### src/rtl/bcd_serial_addsub_if.sv
// Operand/result bus for bcd_serial_addsub.
//
// Handshake rule for both channels: a transfer happens on the rising clock
// edge where valid and ready are both high. The source holds its payload
// stable while valid is high and ready is low.
//
// Signals:
//   in_valid/in_ready  : operand channel (a, b, sub, cin)
//   out_valid/out_ready: result channel (sum, cout, err)
// Modports:
//   master : operand producer / result consumer
//   slave  : the adder/subtractor
interface bcd_serial_addsub_if #(
  parameter int DIGITS = 4
);
  logic                  in_valid;
  logic                  in_ready;
  logic [4*DIGITS-1:0]   a;
  logic [4*DIGITS-1:0]   b;
  logic                  sub;
  logic                  cin;
  logic                  out_valid;
  logic                  out_ready;
  logic [4*DIGITS-1:0]   sum;
  logic                  cout;
  logic                  err;

  modport master (
    output in_valid, a, b, sub, cin, out_ready,
    input  in_ready, out_valid, sum, cout, err
  );

  modport slave (
    input  in_valid, a, b, sub, cin, out_ready,
    output in_ready, out_valid, sum, cout, err
  );
endinterface

### src/rtl/bcd_serial_addsub.sv
// Digit-serial BCD adder/subtractor.
//
// Takes two DIGITS-digit packed BCD operands and processes one digit per
// clock, least significant digit first, through one decimal-correction
// stage. Subtraction uses nine's complement of B plus an initial carry of 1,
// so cout=1 means "no borrow" (A >= B) and cout=0 leaves the ten's
// complement of (B-A) in sum. err flags any operand digit above 9; it does
// not change the arithmetic.
//
// Ports:
//   clk       : rising-edge clock
//   rst_n     : synchronous active-low reset
//   bus       : operand/result handshake bus (slave side)
//   state_dbg : current FSM state (0=IDLE, 1=CALC, 2=DONE)
module bcd_serial_addsub #(
  parameter int DIGITS = 4,
  parameter int CW     = $clog2(DIGITS) + 1
) (
  input  logic                  clk,
  input  logic                  rst_n,
  bcd_serial_addsub_if.slave    bus,
  output logic [1:0]            state_dbg
);

  typedef enum logic [1:0] {
    IDLE = 2'd0,
    CALC = 2'd1,
    DONE = 2'd2
  } state_t;

  state_t              state, state_nxt;
  logic [CW-1:0]       idx;
  logic [4*DIGITS-1:0] a_r, b_r, sum_r;
  logic                sub_r, carry, cout_r, err_r;

  logic                accept, last_digit, in_err;
  logic [3:0]          a_d, b_d, bd, sum_d;
  logic [4:0]          s;
  logic                carry_d;

  assign accept     = bus.in_valid && (state == IDLE);
  assign last_digit = (idx == CW'(DIGITS - 1));

  // Any operand digit above 9 is flagged at accept time.
  always_comb begin
    in_err = 1'b0;
    for (int i = 0; i < DIGITS; i++) begin
      if (bus.a[4*i +: 4] > 4'd9 || bus.b[4*i +: 4] > 4'd9) in_err = 1'b1;
    end
  end

  // One digit of decimal add. 9-b_d is plain 4-bit arithmetic, so it wraps
  // for illegal digits; the result is then deterministic but meaningless.
  always_comb begin
    a_d   = a_r[4*idx +: 4];
    b_d   = b_r[4*idx +: 4];
    bd    = sub_r ? (4'd9 - b_d) : b_d;
    s     = {1'b0, a_d} + {1'b0, bd} + {4'b0000, carry};
    sum_d = s[3:0];
    carry_d = 1'b0;
    if (s >= 5'd10) begin
      sum_d   = s[3:0] + 4'd6;
      carry_d = 1'b1;
    end
  end

  // Next-state logic.
  always_comb begin
    state_nxt = state;
    case (state)
      IDLE:    if (bus.in_valid) state_nxt = CALC;
      CALC:    if (last_digit) state_nxt = DONE;
      DONE:    if (bus.out_ready) state_nxt = IDLE;
      default: state_nxt = IDLE;
    endcase
  end

  always_ff @(posedge clk) begin
    if (!rst_n) state <= IDLE;
    else        state <= state_nxt;
  end

  // Datapath registers.
  always_ff @(posedge clk) begin
    if (!rst_n) begin
      idx    <= '0;
      a_r    <= '0;
      b_r    <= '0;
      sub_r  <= 1'b0;
      carry  <= 1'b0;
      sum_r  <= '0;
      cout_r <= 1'b0;
      err_r  <= 1'b0;
    end else if (accept) begin
      a_r    <= bus.a;
      b_r    <= bus.b;
      sub_r  <= bus.sub;
      carry  <= bus.sub ? 1'b1 : bus.cin;
      err_r  <= in_err;
      idx    <= '0;
    end else if (state == CALC) begin
      sum_r[4*idx +: 4] <= sum_d;
      carry <= carry_d;
      idx   <= idx + CW'(1);
      if (last_digit) cout_r <= carry_d;
    end
  end

  assign bus.in_ready  = (state == IDLE);
  assign bus.out_valid = (state == DONE);
  assign bus.sum       = sum_r;
  assign bus.cout      = cout_r;
  assign bus.err       = err_r;
  assign state_dbg     = state;

endmodule

### src/flat_wrapper.sv
// flat-port wrapper written by rule: the top's interface ports become plain ports
module bcd_serial_addsub_flat 
#(
  parameter int DIGITS = 4,
  parameter int CW     = $clog2(DIGITS) + 1
)
  (clk, rst_n, state_dbg, bus_in_valid, bus_a, bus_b, bus_sub, bus_cin, bus_out_ready, bus_in_ready, bus_out_valid, bus_sum, bus_cout, bus_err);
  bcd_serial_addsub_if #(.DIGITS(DIGITS)) bus_i ();
  input  logic clk;
  input  logic rst_n;
  output logic [1:0] state_dbg;
  input wire logic [$bits(bus_i.in_valid)-1:0] bus_in_valid;
  input wire logic [$bits(bus_i.a)-1:0] bus_a;
  input wire logic [$bits(bus_i.b)-1:0] bus_b;
  input wire logic [$bits(bus_i.sub)-1:0] bus_sub;
  input wire logic [$bits(bus_i.cin)-1:0] bus_cin;
  input wire logic [$bits(bus_i.out_ready)-1:0] bus_out_ready;
  output wire logic [$bits(bus_i.in_ready)-1:0] bus_in_ready;
  output wire logic [$bits(bus_i.out_valid)-1:0] bus_out_valid;
  output wire logic [$bits(bus_i.sum)-1:0] bus_sum;
  output wire logic [$bits(bus_i.cout)-1:0] bus_cout;
  output wire logic [$bits(bus_i.err)-1:0] bus_err;
  assign bus_i.in_valid = bus_in_valid;
  assign bus_i.a = bus_a;
  assign bus_i.b = bus_b;
  assign bus_i.sub = bus_sub;
  assign bus_i.cin = bus_cin;
  assign bus_i.out_ready = bus_out_ready;
  assign bus_in_ready = bus_i.in_ready;
  assign bus_out_valid = bus_i.out_valid;
  assign bus_sum = bus_i.sum;
  assign bus_cout = bus_i.cout;
  assign bus_err = bus_i.err;
  bcd_serial_addsub #(.DIGITS(DIGITS), .CW(CW)) u_core (.clk(clk), .rst_n(rst_n), .bus(bus_i), .state_dbg(state_dbg));
endmodule
### config.mk
export PLATFORM = sky130hd
export DESIGN_NAME = bcd_serial_addsub_flat
export DESIGN_NICKNAME = d
export VERILOG_FILES = /design/src/rtl/bcd_serial_addsub_if.sv /design/src/rtl/bcd_serial_addsub.sv /design/src/flat_wrapper.sv
export SDC_FILE = /design/constraint.sdc
export NUM_CORES = 1
export LEC_CHECK = 0
export CORE_UTILIZATION = 40
export DETAILED_ROUTE_END_ITERATION = 12
export PLACE_DENSITY = 0.66
export SYNTH_ARGS = -nofsm -noshare
export SYNTH_HDL_FRONTEND = slang
export SYNTH_SLANG_ARGS = --single-unit
### constraint.sdc
create_clock -name clk -period 4.8 [get_ports clk]
set_input_delay 1.2 -clock clk [delete_from_list [all_inputs] [get_ports clk]]
set_output_delay 1.2 -clock clk [all_outputs]
set_load 0.02 [all_outputs]
* Word level (Yosys, flattened, before mapping)
Index checks and enable logic that the tools add are counted.
Widths: inputs -> output; s select.
** Operators by class
- $add $sub $neg :: 6
- $lt $le $gt $ge :: 9
- Equality and inequality tests :: 6
- Shift-type cells :: 4
- Muxes and demuxes :: 15
- Bitwise gates (word level) :: 2
- Reduce and logical (&&, ||, !) cells :: 11
** Operators with widths (count)
- $neg 5->34 :: 1
- $shift 4x34->16 const A :: 1
- $shiftx 4x34->16 :: 1
- $gt 4x4->1 const B :: 8
- $shiftx 16x6->4 :: 2
- $bwmux 16 :: 1
- $mux 1 :: 8
- $mux 4 :: 2
- $mux 2 :: 3
- $pmux 2 s3 :: 1
- $reduce_and 3->1 :: 2
- $add 4x4->5 :: 1
- $add 5x1->5 :: 1
- $ge 5x4->1 const B :: 1
- $add 4x3->4 const B :: 1
- $logic_or 1x1->1 :: 4
- $ne 2x2->1 const B :: 2
- $sub 4x4->4 const A :: 1
- $add 3x1->3 const B :: 1
- $eq 3x2->1 const B :: 1
- $eq 2x1->1 const B :: 1
- $eq 2x2->1 const B :: 1
- $logic_not 2->1 :: 1
- $ne 2x1->1 const B :: 1
- other kinds (5) :: 6
** Word-level totals
- Register bits :: 57
- Input bits :: 38
- Output and inout bits :: 22
- Word-level logic and storage cells :: 62

* Logic depth before layout (Yosys ltp)
- Depth in word-level cells :: 9
- Depth in mapped cells :: 17
- Gate-level depth less buffers :: 16

* Worst setup path after synthesis
Ideal clock, no wire load.
- Kind :: reg2reg
- From :: register u_core.idx[0]
- To :: register u_core.sum_r[14] (netlist: u_core.bus.sum[14])
- Setup time :: 0.079 ns
- Arrival time :: 3.541 ns
- Required time :: 4.721 ns
- Setup slack :: 1.180 ns
- Stages on the path, launching flop included :: 15
- Buffers on the path :: 2
- Period minus slack after synthesis :: 3.620 ns
- Cells stage by stage :: dfxtp_1 clkbuf_2 buf_1 mux4_2 nand2_1 fa_1 fa_1 xor2_1 ha_1 inv_1 a31o_1 a311oi_2 o21ai_2 mux2_4 a211oi_2
** On the way
- Longest elaborated chain between the ends :: 9
- Elaborated cells on any way between the ends :: 13
- Those cells by class :: 5 x add/sub; 1 x order compare; 4 x shift; 3 x mux
** Ends and longest elaborated chain
- start: declaration :: line bcd_serial_addsub.sv:32 : logic [CW-1:0] idx;
- start signal: assignment :: line bcd_serial_addsub.sv:104 : idx <= idx + CW'(1);
- $shiftx 16x6->4 :: line bcd_serial_addsub.sv:56 : b_d = b_r[4*idx +: 4];
- $sub 4x4->4 :: line bcd_serial_addsub.sv:57 : bd = sub_r ? (4'd9 - b_d) : b_d;
- $mux 4 :: line bcd_serial_addsub.sv:57
- $add 4x4->5 :: line bcd_serial_addsub.sv:58 : s = {1'b0, a_d} + {1'b0, bd} + {4'b0000, carry};
- $add 5x1->5 :: line bcd_serial_addsub.sv:58
- $add 4x3->4 or $ge 5x4->1 (tied branches) :: line bcd_serial_addsub.sv:62, bcd_serial_addsub.sv:61
- $mux 4 :: line bcd_serial_addsub.sv:61 : if (s >= 5'd10) begin
- $shiftx 4x34->16 :: line bcd_serial_addsub.sv:102 : sum_r[4*idx +: 4] <= sum_d;
- $bwmux 16 (*) :: line bcd_serial_addsub.sv:102
- end signal: indexed assignment :: line bcd_serial_addsub.sv:102
- end: declaration :: line bcd_serial_addsub.sv:33 : logic [4*DIGITS-1:0] a_r, b_r, sum_r;
Every way passes the cells marked *; elsewhere a longest branch is shown, timed or not.
A chain may end at the register's enable or synchronous reset.

* Worst setup path in the final report
- From :: register u_core.idx[1]
- To :: register u_core.sum_r[14] (netlist: u_core.bus.sum[14])
The elaborated chain is that of the path after synthesis.

==> results.py <==
metrics = {
    "outcome": {
        "status": "complete, but fails checks",
        "violations": "DRC",
    },
    "finish": {
        "final_cells": 465,
        "stdcell_area_mm2": 0.00358,
        "layout.nets": 432,
        "area_growth_pct": 32.2,
        "final_core_util_pct": 55.4,
        "nFillCells": 639,
        "drive_gt1_share_pct": 9.79,
        "antennaDiodeCount": 0,
    },
    "sta": {
        "finalCritPeriodShare_pct": 83.2,
        "fin_setup_tns_ns": 0,
        "finalSetupViolCount": 0,
        "period_needed_ns": 3.99,
        "relSlewSlack_pct": 23.3,
        "rsz0062_at_grt": "false",
        "setup_slack_ns": 0.807,
        "skew_ns": 0.00633,
        "hold_violations": 0,
        "slew_violations": 0,
        "timing.fmax_ghz": 0.250,
        "tightest_slew_ns": 1.15,
    },
    "critical_path": {
        "cp_data_arrival_time_ns": 4.25,
        "endpoint_kind": "flop",
        "cp_max_fo": 16,
        "crit_path_start_kind": "flop",
        "cp_data_required_time_ns": 5.06,
        "criticalPathCategory": "reg2reg",
    },
    "logic_synthesis": {
        "ys_types": 39,
        "seq_area_frac_synth_pct": 42.1,
        "ys_ff_latch": 57,
        "synth_edf_count": 0,
        "postSynth.asyncResetShare_pct": 0,
        "yosysWarnings": 0,
        "synth_flop_cell": "dfxtp_1",
        "syn_area_per_cell_um2": 8.28,
        "synth_nets": 376,
        "netlist_instances": 327,
        "syn-cell-area_mm2": 0.00271,
    },
    "route": {
        "drt_iter0_markers": 81,
        "wl_per_cell_um": 13.6,
        "drc": 6,
        "vias_per_cell": 5.19,
        "drtPass1Iterations": 8,
        "ant_nets": 0,
        "dr_total_vias": 2412,
        "totalWireLength_mm": 6.35,
    },
    "placement": {
        "dp_hpwl_mm": 4.66,
        "place_area_mm2": 0.00335,
        "pre_cts_ws_ns": 0.814,
        "io_buffers": 59,
        "numPlacedInstances": 449,
        "globalplace.congestion": 0.760,
    },
    "cts": {
        "cts-resized-gates": 0,
        "numCtsBuffers": 9,
        "clock_latency_ns": 0.34,
        "clockRootBuffer": "clkbuf_8",
        "htreeDepth": 3,
        "cts.sinks": 57,
        "cts_tree": "built",
        "clkTransAtPathRegs_ns": 0.07,
        "cts_max_path_buffers": 2,
        "cts_setup_buffers": 0,
        "cts_hold_buffers": 0,
    },
    "power": {
        "clockPowerShare_pct": 41.1,
        "p_sw_uw": 328,
        "vdd_drop_max_mv": 0.173,
        "p_int_uw": 921,
        "power.density_mw_per_mm2": 349,
        "p_sw_share_pct": 26.2,
        "combPwrFrac_pct": 18.1,
        "pwr-share-seq_pct": 40.8,
        "p_leak_uw": 0.00134,
    },
    "grt": {
        "grt_pass1_vias": 2419,
        "overflow": 0,
        "grt_use_total_pct": 19.5,
        "antenna_found_initial": 0,
        "grt_pass1_wl_mm": 10.9,
        "grt_max_degree": 46,
    },
    "die": {
        "core_mm2": 0.00646,
        "ioPinCount": 60,
        "core.rowCount": 29,
        "chipWidth_um": 84.3,
        "dieArea_mm2": 0.00710,
        "die_height_um": 84.3,
        "start_util_pct": 41.9,
    },
    "run": {
        "maxCapViolCount": 0,
    },
    "min_path": {
        "hold_class": "reg2reg",
    },
}
-- worst paths after layout --
check                      from  depth (start not counted)                 end  slack [ns]
hold / removal    u_core.b_r[5]                          2       u_core.b_r[5]        0.45
hold reg to reg   u_core.b_r[5]                          2       u_core.b_r[5]        0.45
setup / recovery  u_core.idx[1]                         13  u_core.bus.sum[14]        0.81
setup reg to reg  u_core.idx[1]                         13  u_core.bus.sum[14]        0.81
-- critical path, cell delays in order, from the launching register on --
cell and delay (ns):
dfxtp_1 0.72, mux4_2 0.40, nand2_1 0.09, xor2_1 0.09, fa_1 0.44, fa_1 0.41
xor2_1 0.26, ha_1 0.29, inv_1 0.05, a31o_1 0.20, a311oi_2 0.26, o21ai_2 0.15
mux2_4 0.35, a211oi_2 0.20
-- cells in the mapped netlist (2+ instances only) --
library cell  count  area (um^2)
mux4_2            6          135
dfxtp_1          57         1140
fa_1              2         40.0
a211oi_1          4         30.0
and2b_2           2         17.5
clkbuf_1         12         45.0
a31o_2            4         35.0
ha_1              9          113
nand2_1          83          312
nand2b_1          3         18.8
nor2b_1           5         31.3
nor2_1           23         86.3
nor3_1            5         25.0
a211oi_2          2         25.0
o21a_1            2         15.0
buf_1             3         11.3
mux2i_1           7         70.1
a21oi_1          48          240
inv_1             7         26.3
o21ai_0          18         90.1
nand4_1           3         18.8
and2_1            3         18.8
xor2_1            3         26.3
-- cell families after synthesis --
group | count (synthesis) | synth area share [%]
xor+xnor | 4 | 1.29
buf+inv | 25 | 3.51
flops | 57 | 42.1
mux | 14 | 8.13
simple gates | 133 | 21.3
compound gates | 83 | 17.9
fa+ha+maj | 11 | 5.64
-- per-stage QoR --
step	power (uW)	hold WS, ns
5_1_grt	1310	0.479
2_1_floorplan	668	0.432
6_report	1250	0.453
3_3_place_gp	742	0.445
3_5_place_dp	747	0.448
4_1_cts	1260	0.456
-- metal layers --
metal  share of wire (%)  track usage [%]
met1                  47             24.5
met2                  46             31.7
met3                 5.8             7.28
met4                 1.0             4.70
met5                   0                0
-- cells in the final DEF, fill, tap and decap left out, types with 5 or more instances in the layout --
master	instances
a21oi_1	48
clkbuf_8	11
clkdlybuf4s50_1	59
dfxtp_1	57
ha_1	9
inv_1	7
mux2i_1	7
mux4_2	6
nand2_1	83
nor2_1	23
nor2b_1	5
nor3_1	5
o21ai_0	18
-- area by class of cell --
cell class,instances,area (um^2),share of cell area (%)
Multi-Input combinational cell,245,1470,41.1
Clock buffer,12,155,4.34
Timing Repair Buffer,61,606,16.9
Sequential cell,57,1140,31.9
Tap cell,77,96.3,2.69
Inverter,9,33.8,0.944
Clock inverter,4,75.1,2.10
-- state kept, by name, indices dropped and copies added, names as in the netlist --
signal,count
u_core.state_dbg,2
u_core.carry,1
u_core.bus.cout,1
u_core.sub_r,1
u_core.bus.err,1
u_core.idx,3
u_core.bus.sum,16
u_core.b_r,16
u_core.a_r,16
-- power groups by stage --
| stage | combinational (uW) | clock, uW | sequential [uW] |
|---|---|---|---|
| final | 226 | 513 | 509 |
| after global placement | 221 | 0 | 520 |
| after detailed placement | 227 | 0 | 520 |
| after CTS | 228 | 525 | 509 |
| after global routing | 251 | 547 | 512 |
| after floorplan | 147 | 0 | 520 |
Note: power is estimated with default switching activity, not from simulation.
